**config.mk**
```make
export PLATFORM = sky130hd
export DESIGN_NAME = ds_stream_packer_flat
export DESIGN_NICKNAME = d
export VERILOG_FILES = /design/src/rtl/ds_stream_packer_if.sv /design/src/rtl/ds_stream_packer.sv /design/src/flat_wrapper.sv
export SDC_FILE = /design/constraint.sdc
export NUM_CORES = 1
export LEC_CHECK = 0
export CAP_MARGIN = 5
export CORE_ASPECT_RATIO = 0.6
export CORE_UTILIZATION = 49
export CTS_BUF_LIST = sky130_fd_sc_hd__clkbuf_16
export DETAILED_ROUTE_END_ITERATION = 10
export GPL_TIMING_DRIVEN = 0
export HOLD_SLACK_MARGIN = 0.12
export PLACE_DENSITY_LB_ADDON = 0.12
export SLEW_MARGIN = 30
export SYNTH_ARGS = -nofsm -noshare
export SYNTH_HDL_FRONTEND = slang
export SYNTH_SLANG_ARGS = --single-unit
```
**constraint.sdc**
```tcl
create_clock -name i_clk -period 4.4 [get_ports i_clk]
set_input_delay 0.66 -clock i_clk [delete_from_list [all_inputs] [get_ports i_clk]]
set_output_delay 0.66 -clock i_clk [all_outputs]
set_load 0.05 [all_outputs]
```
**src/rtl/ds_stream_packer_if.sv**
```systemverilog
// Sample stream toward the capture/DMA stage: head entry, channel tag and valid/ready handshake.
interface ds_stream_packer_if #(
    parameter int DATA_W = 16
) ();
    logic signed [DATA_W-1:0] data;
    logic [1:0]               chan;
    logic                     valid;
    logic                     ready;

    modport master (output data, output chan, output valid, input ready);
    modport slave  (input data, input chan, input valid, output ready);
endinterface

```
**src/rtl/ds_stream_packer.sv**
```systemverilog
// Captures the held ds2/ds4/ds8 down-sampler outputs on a phase schedule locked to the
// upstream counter, tags each with its channel and drains them through a small FIFO.
module ds_stream_packer #(
    parameter int DATA_W     = 16,
    parameter int FIFO_DEPTH = 8,
    parameter int PH_DS2     = 3,
    parameter int PH_DS4     = 5,
    parameter int PH_DS8     = 9
) (
    input  logic                          i_clk,
    input  logic                          i_rst,
    input  logic signed [DATA_W-1:0]      i_ds2,
    input  logic signed [DATA_W-1:0]      i_ds4,
    input  logic signed [DATA_W-1:0]      i_ds8,
    ds_stream_packer_if.master            strm,
    output logic [$clog2(FIFO_DEPTH):0]   o_level,
    output logic                          o_ovf
);
    localparam int AW = $clog2(FIFO_DEPTH);
    localparam int LW = AW + 1;
    localparam int EW = DATA_W + 2;
    localparam logic [LW-1:0] FULL_LVL = LW'(FIFO_DEPTH);
    localparam logic [1:0]    PH2      = 2'(PH_DS2);
    localparam logic [2:0]    PH4      = 3'(PH_DS4);
    localparam logic [3:0]    PH8      = 4'(PH_DS8);

    logic [3:0]    cnt_q, cnt_d;
    logic [AW-1:0] wr_ptr_q, wr_ptr_d;
    logic [AW-1:0] rd_ptr_q, rd_ptr_d;
    logic [LW-1:0] level_q, level_d;
    logic          ovf_q, ovf_d;
    logic [EW-1:0] mem_q [FIFO_DEPTH];

    logic          cap2, cap4, cap8;
    logic          push_req, push_ok, pop, full, empty;
    logic [EW-1:0] push_word, head_word;

    always_comb begin
        cap2      = (cnt_q[1:0] == PH2);
        cap4      = (cnt_q[2:0] == PH4);
        cap8      = (cnt_q[3:0] == PH8);
        push_req  = cap2 | cap4 | cap8;

        push_word = {2'd2, i_ds8};
        if (cap2)      push_word = {2'd0, i_ds2};
        else if (cap4) push_word = {2'd1, i_ds4};

        full    = (level_q == FULL_LVL);
        empty   = (level_q == '0);
        pop     = !empty && strm.ready;
        // When full, a same-cycle pop frees the slot the push lands in.
        push_ok = push_req && (!full || pop);

        cnt_d    = cnt_q + 4'd1;
        wr_ptr_d = push_ok ? wr_ptr_q + AW'(1) : wr_ptr_q;
        rd_ptr_d = pop     ? rd_ptr_q + AW'(1) : rd_ptr_q;

        level_d = level_q;
        case ({push_ok, pop})
            2'b10:   level_d = level_q + LW'(1);
            2'b01:   level_d = level_q - LW'(1);
            default: level_d = level_q;
        endcase

        ovf_d = ovf_q | (push_req && full && !pop);
    end

    always_ff @(posedge i_clk) begin
        if (i_rst) begin
            cnt_q    <= '0;
            wr_ptr_q <= '0;
            rd_ptr_q <= '0;
            level_q  <= '0;
            ovf_q    <= 1'b0;
        end else begin
            cnt_q    <= cnt_d;
            wr_ptr_q <= wr_ptr_d;
            rd_ptr_q <= rd_ptr_d;
            level_q  <= level_d;
            ovf_q    <= ovf_d;
        end
    end

    always_ff @(posedge i_clk) begin
        if (!i_rst && push_ok) begin
            mem_q[wr_ptr_q] <= push_word;
        end
    end

    // Outputs are forced to zero while empty so stale storage never leaks out.
    always_comb begin
        head_word  = mem_q[rd_ptr_q];
        strm.valid = !empty;
        strm.data  = empty ? '0 : head_word[DATA_W-1:0];
        strm.chan  = empty ? 2'd0 : head_word[EW-1:DATA_W];
    end

    assign o_level = level_q;
    assign o_ovf   = ovf_q;
endmodule

```
**src/flat_wrapper.sv**
```systemverilog
// flat-port wrapper written by rule: the top's interface ports become plain ports
module ds_stream_packer_flat 
#(
    parameter int DATA_W     = 16,
    parameter int FIFO_DEPTH = 8,
    parameter int PH_DS2     = 3,
    parameter int PH_DS4     = 5,
    parameter int PH_DS8     = 9
)
  (i_clk, i_rst, i_ds2, i_ds4, i_ds8, o_level, o_ovf, strm_data, strm_chan, strm_valid, strm_ready);
  ds_stream_packer_if #(.DATA_W(DATA_W)) strm_i ();
  input  logic i_clk;
  input  logic i_rst;
  input  logic signed [DATA_W-1:0] i_ds2;
  input  logic signed [DATA_W-1:0] i_ds4;
  input  logic signed [DATA_W-1:0] i_ds8;
  output logic [$clog2(FIFO_DEPTH):0] o_level;
  output logic o_ovf;
  output wire logic [$bits(strm_i.data)-1:0] strm_data;
  output wire logic [$bits(strm_i.chan)-1:0] strm_chan;
  output wire logic [$bits(strm_i.valid)-1:0] strm_valid;
  input wire logic [$bits(strm_i.ready)-1:0] strm_ready;
  assign strm_data = strm_i.data;
  assign strm_chan = strm_i.chan;
  assign strm_valid = strm_i.valid;
  assign strm_i.ready = strm_ready;
  ds_stream_packer #(.DATA_W(DATA_W), .FIFO_DEPTH(FIFO_DEPTH), .PH_DS2(PH_DS2), .PH_DS4(PH_DS4), .PH_DS8(PH_DS8)) u_core (.i_clk(i_clk), .i_rst(i_rst), .i_ds2(i_ds2), .i_ds4(i_ds4), .i_ds8(i_ds8), .strm(strm_i), .o_level(o_level), .o_ovf(o_ovf));
endmodule
```
### Yosys cells after proc, flatten, opt, wreduce, memory -nomap -nowiden

Memories as Yosys holds them, arrays and structs flattened. A register that Yosys moved wholly into a read port is not among the register bits.
Cells that the tools add are included.

| word-level totals | value |
|---|---|
| register bits after elaboration | 15 |
| output and inout port bits | 24 |
| memories | 1 |
| logic and storage cells | 41 |
| bits of input ports | 51 |
| RAM bits | 144 |

| cells by class | value |
|---|---|
| mux-type cells | 9 |
| reductions and logical operators | 12 |
| add/subtract/negate cells | 5 |
| equality and inequality tests | 6 |
| bitwise gates (word level) | 3 |

Memory list:

| memory | words | bits a word | read ports | clocked after Yosys merged registers in | write ports | line | text |
|---|---|---|---|---|---|---|---|
| u_core.mem_q | 8 | 18 | 1 | 1 | 1 | ds_stream_packer.sv:32 | `logic [EW-1:0] mem_q [FIFO_DEPTH];` |

Operator list:

| kind | number |
|---|---|
| 2-to-1 mux 18 bit | 2 |
| 2-to-1 mux 16 bit | 1 |
| adder 4 x 1 -> 4 bit (second input constant) | 2 |
| equality test 4 bit (second input constant) | 2 |
| case mux 4 bit (2 select lines) | 1 |
| adder 3 x 1 -> 3 bit (second input constant) | 2 |
| 2-to-1 mux 3 bit | 2 |
| logical AND 1 bit | 5 |
| equality test 2 bit (second input constant) | 2 |
| logical NOT 1 bit | 4 |
| logical NOT 4 bit | 1 |
| subtractor 4 x 1 -> 4 bit (second input constant) | 1 |
| equality test 3 bit (second input constant) | 1 |
| OR 1 bit | 3 |
| equality test 2 x 1 -> 1 bit (second input constant) | 1 |
| 2-to-1 mux 1 bit | 2 |
| 2-to-1 mux 2 bit | 1 |
| nonzero test 2 bit | 1 |
| logical OR 1 bit | 1 |

### Logic depth before layout (Yosys ltp)

| depth | value |
|---|---|
| depth after elaboration | 8 |
| mapped depth | 12 |
| mapped depth without buffers | 11 |

### Worst setup path after synthesis

Ideal clock, no wire load.

| path | value |
|---|---|
| path kind | register -> register |
| from | reg u_core.level_q[1], in the netlist u_core.o_level[1] |
| to | mem u_core.mem_q[0][0] (netlist name) (enable) |
| buffers on the path | 0 |
| required time | 3.961 ns |
| library setup time | 0.439 ns |
| period minus slack after synthesis | 3.419 ns |
| arrival time | 2.980 ns |
| cell stages (with the launch flop) | 4 |
| slack | 0.981 ns |
| cell sequence | dfxtp_1 > or3_4 > o32ai_4 > nor4_1 |

| on the way | value |
|---|---|
| word-level cells in the longest chain between the ends | 8 |
| elaborated cells between the ends (all ways) | 10 |
| those cells by class | eq/ne (1); mux (2); reduce/logical (7) |

RTL lines:

| what | line | text |
|---|---|---|
| from (decl) | ds_stream_packer.sv:30 | `logic [LW-1:0] level_q, level_d;` |
| from (signal assigned) | ds_stream_packer.sv:79 | `level_q <= level_d;` |
| logical NOT 4 bit | ds_stream_packer.sv:49 | `empty = (level_q == '0);` |
| logical NOT 1 bit | ds_stream_packer.sv:50 | `pop = !empty && strm.ready;` |
| logical AND 1 bit | ds_stream_packer.sv:50 |  |
| logical OR 1 bit * | ds_stream_packer.sv:52 | `push_ok = push_req && (!full \|\| pop);` |
| logical AND 1 bit * | ds_stream_packer.sv:52 |  |
| logical AND 1 bit * | ds_stream_packer.sv:85 | `if (!i_rst && push_ok) begin` |
| 2-to-1 mux 1 bit * | ds_stream_packer.sv:85 |  |
| 2-to-1 mux 1 bit (implied by the code) * | ds_stream_packer.sv:86 | `mem_q[wr_ptr_q] <= push_word;` |
| to (decl) | ds_stream_packer.sv:32 |  |

Every way passes the cells marked *; elsewhere a longest branch is shown, timed or not.

==> impl_metrics.tcl <==
set metrics [dict create \
    syn_inst 381 \
    worstSetupEndpointType "output pin" \
    slew_headroom_pct 36.2 \
    async_reset_ff_share_pct 0 \
    dp.cells 647 \
    outcome "finished with violations" \
    grt_pass1_wl_mm 22.7 \
    fillers 918 \
    rows 32 \
    grt_max_degree 17 \
    max_freq_mhz 252 \
    grt_antenna_before_repair 0 \
    grt_setup_unrepaired "no" \
    antenna_left 0 \
    timing.max_cap.violations 0 \
    min_path_type "flip-flop to flip-flop" \
    clkSinkCount 162 \
    grt_overflow 0 \
    cp_cell_sequence "clkbuf_1 > clkbuf_1 > mux4_2 > mux2i_1 > nor2_1 > clkdlybuf4s50_1" \
    wire_per_inst_microns 21.5 \
    initial_core_util_pct 51.1 \
    crit_top_cell "clkbuf_1" \
    fin_skew_ns 0.0159 \
    cts_buffer_depth 2 \
    vdd_ir_drop_max_v 0.000256 \
    antennaDiodeCount 0 \
    violations "design-rule violations" \
    coreArea_sq_mm 0.0131 \
    postSynthAreaPerCell_sq_um 17.5 \
    ctsResizeCount 0 \
    ioPinCount 75 \
    fin_crit_sh_pct 90.2 \
    path_clk_slew_ns 0.06 \
    place_hpwl_mm 10.1 \
    holdBufCountCts 0 \
    holdWs_ns 0.460 \
    arrival_ns 3.31 \
    port_buffers 73 \
    yosys_warnings 0 \
    die_y_microns 92.4 \
    grt_usage_pct 22.6 \
    crit_buf_inv 3 \
    drc 1 \
    fin_nets 554 \
    post_cts.repair.setup_buffers 0 \
    wl_mm 14.6 \
    via_count 3750 \
    synth_cell_types 33 \
    setup_violations 0 \
    multi_input_area_sq_mm 0.00192 \
    die_area_sq_mm 0.0141 \
    cp.required_ns 3.74 \
    crit_path_start_kind "flip-flop" \
    pwr_density_cell_mw_per_mm2 505 \
    syn_nets 439 \
    synth_area_leaders "edfxtp_1 (65%), mux4_2 (12%), mux2i_1 (5.7%)" \
    post-route-min-period_ns 3.97 \
    hold_viol_final 0 \
    synth-edff-count 144 \
    area_growth_pct 26.5 \
    cts_buffers 17 \
    syn_area_sq_mm 0.00667 \
    vias_per_cell 5.52 \
    synth_top_area_share_pct 64.8 \
    total_leakage_power_uw 0.00283 \
    synth-seq-area-share_pct 70.2 \
    ys.flop_type "edfxtp_1" \
    drv_slew 0 \
    instances_no_fill 679 \
    cp_max_fo 10 \
    gp_congestion 0.735 \
    clk_latency_ns 0.42 \
    cp_top_family "buffers and inverters" \
    drtIter0Drc 260 \
    crit_type "flip-flop to output pin" \
    grt_pass1_vias 3861 \
    crit_path_top_delay_cell "clkdlybuf4s50_1" \
    cts_root_buf "clkbuf_16" \
    ff_latch_area_sq_mm 0.00468 \
    dr.pass1.iters 10 \
    yosys.area.top_type "edfxtp_1" \
    ys_seq_elements 162 \
    cts_tree "yes" \
    cts_max_level 4 \
    critical_path.max_stage_delay_ns 0.84 \
    die_w_microns 153 \
    drive_above_1_share_pct 22.2 \
    tightest_slew_ns 0.957 \
]
[metal layers]
layer	wire length (microns)	share of wire, %	GRT usage, %
met5	0	0	0
met4	48	0.33	5.64
met3	967	6.6	5.10
met2	6950	48	34.9
met1	6610	45	32.7
[cells in the mapped netlist (all sizes together), types with 2 or more instances]
master and count:
or3 2, ha 7, clkbuf 13, inv 7, o21ai 19, or2 3
nor4 3, edfxtp 144, a21oi 4, nand2 18, buf 8, nand3 2
mux2i 38, mux4 36, nor2 37, xnor2 3, nor3 4, xor2 5
dfxtp 18
[through the flow]
stage	setup TNS, ns	area [sq um]	util [%]	total power, uW	setup WS, ns
2_1_floorplan	0	6670	-	2470	0.981
3_3_place_gp	-80.65	7610	58.3	2770	-1.16
3_5_place_dp	0	7830	60.0	2800	0.897
4_1_cts	0	8440	64.6	4290	0.435
5_1_grt	0	8440	64.6	4410	0.329
6_report	0	8440	64.6	4260	0.431
[logic make-up (layout without fill, tap and decap cells)]
| group | Yosys count | count (layout) | share of synthesized area, % |
|---|---|---|---|
| XOR/XNOR | 8 | 8 | 1.05 |
| adder cells (fa/ha/maj) | 7 | 7 | 1.31 |
| flip-flops | 162 | 162 | 70.2 |
| AND/OR/NAND/NOR | 75 | 75 | 5.29 |
| AO/OA/AOI/OAI | 26 | 26 | 2.36 |
| buffers and inverters | 28 | 156 | 1.71 |
| multiplexers | 75 | 75 | 18.0 |
[report_power, final]
part | internal [uW] | leakage (uW) | total [uW] | switching, uW
logic | 405 | 0.00110 | 1020 | 618
clock network | 897 | 0.000284 | 1500 | 601
registers | 1710 | 0.00144 | 1740 | 20.8
[final timing paths]
kind / start / endpoint / slack [ns] / cells after the start
worst min-delay path: u_core.o_ovf$_SDFF_PP0_ / u_core.o_ovf$_SDFF_PP0_ / 0.46 / 2
worst min register to register: u_core.o_ovf$_SDFF_PP0_ / u_core.o_ovf$_SDFF_PP0_ / 0.46 / 2
worst max register to register: u_core.cnt_q[0]$_SDFF_PP0_ / u_core.mem_q[4][12]$_DFFE_PP_ / 1.37 / 7
worst max-delay path: flip-flop / strm_data[6] / 0.43 / 6
[worst reg2reg max path, delay by kind of cell, from the launching register on]
kind	cells	cell delay [ns]
buf+inv	4	1.11
simple gates	1	0.77
flops	1	0.39
compound gates	1	0.29
fa+ha+maj	1	0.17
[layout make-up]
cell class	count	area share (%)
sequential	162	55.5
multi-input combinational	191	22.7
timing repair buffer	96	10.7
clock buffer	17	5.04
tap	170	2.52
clock inverter	15	2.15
buffer	21	1.04
inverter	7	0.311
[cells in the final DEF, fill, tap and decap left out, drive strengths merged, types with 2 or more instances in the layout]
| cell type | n |
|---|---|
| a21oi | 4 |
| buf | 31 |
| bufinv | 3 |
| clkbuf | 30 |
| clkdlybuf4s50 | 73 |
| clkinv | 5 |
| clkinvlp | 4 |
| dfxtp | 18 |
| edfxtp | 144 |
| ha | 7 |
| inv | 10 |
| mux2i | 38 |
| mux4 | 36 |
| nand2 | 18 |
| nand3 | 2 |
| nor2 | 37 |
| nor3 | 4 |
| nor4 | 3 |
| o21ai | 19 |
| or2 | 3 |
| or3 | 2 |
| xnor2 | 3 |
| xor2 | 5 |
[flip-flops by register name (all words and copies together) (netlist names), named ones only]
| signal | cells |
|---|---|
| u_core.o_ovf | 1 |
| u_core.wr_ptr_q | 3 |
| u_core.cnt_q | 4 |
| u_core.mem_q | 144 |
| u_core.o_level | 4 |
| u_core.rd_ptr_q | 3 |
Power figures use the tool's default switching activity.
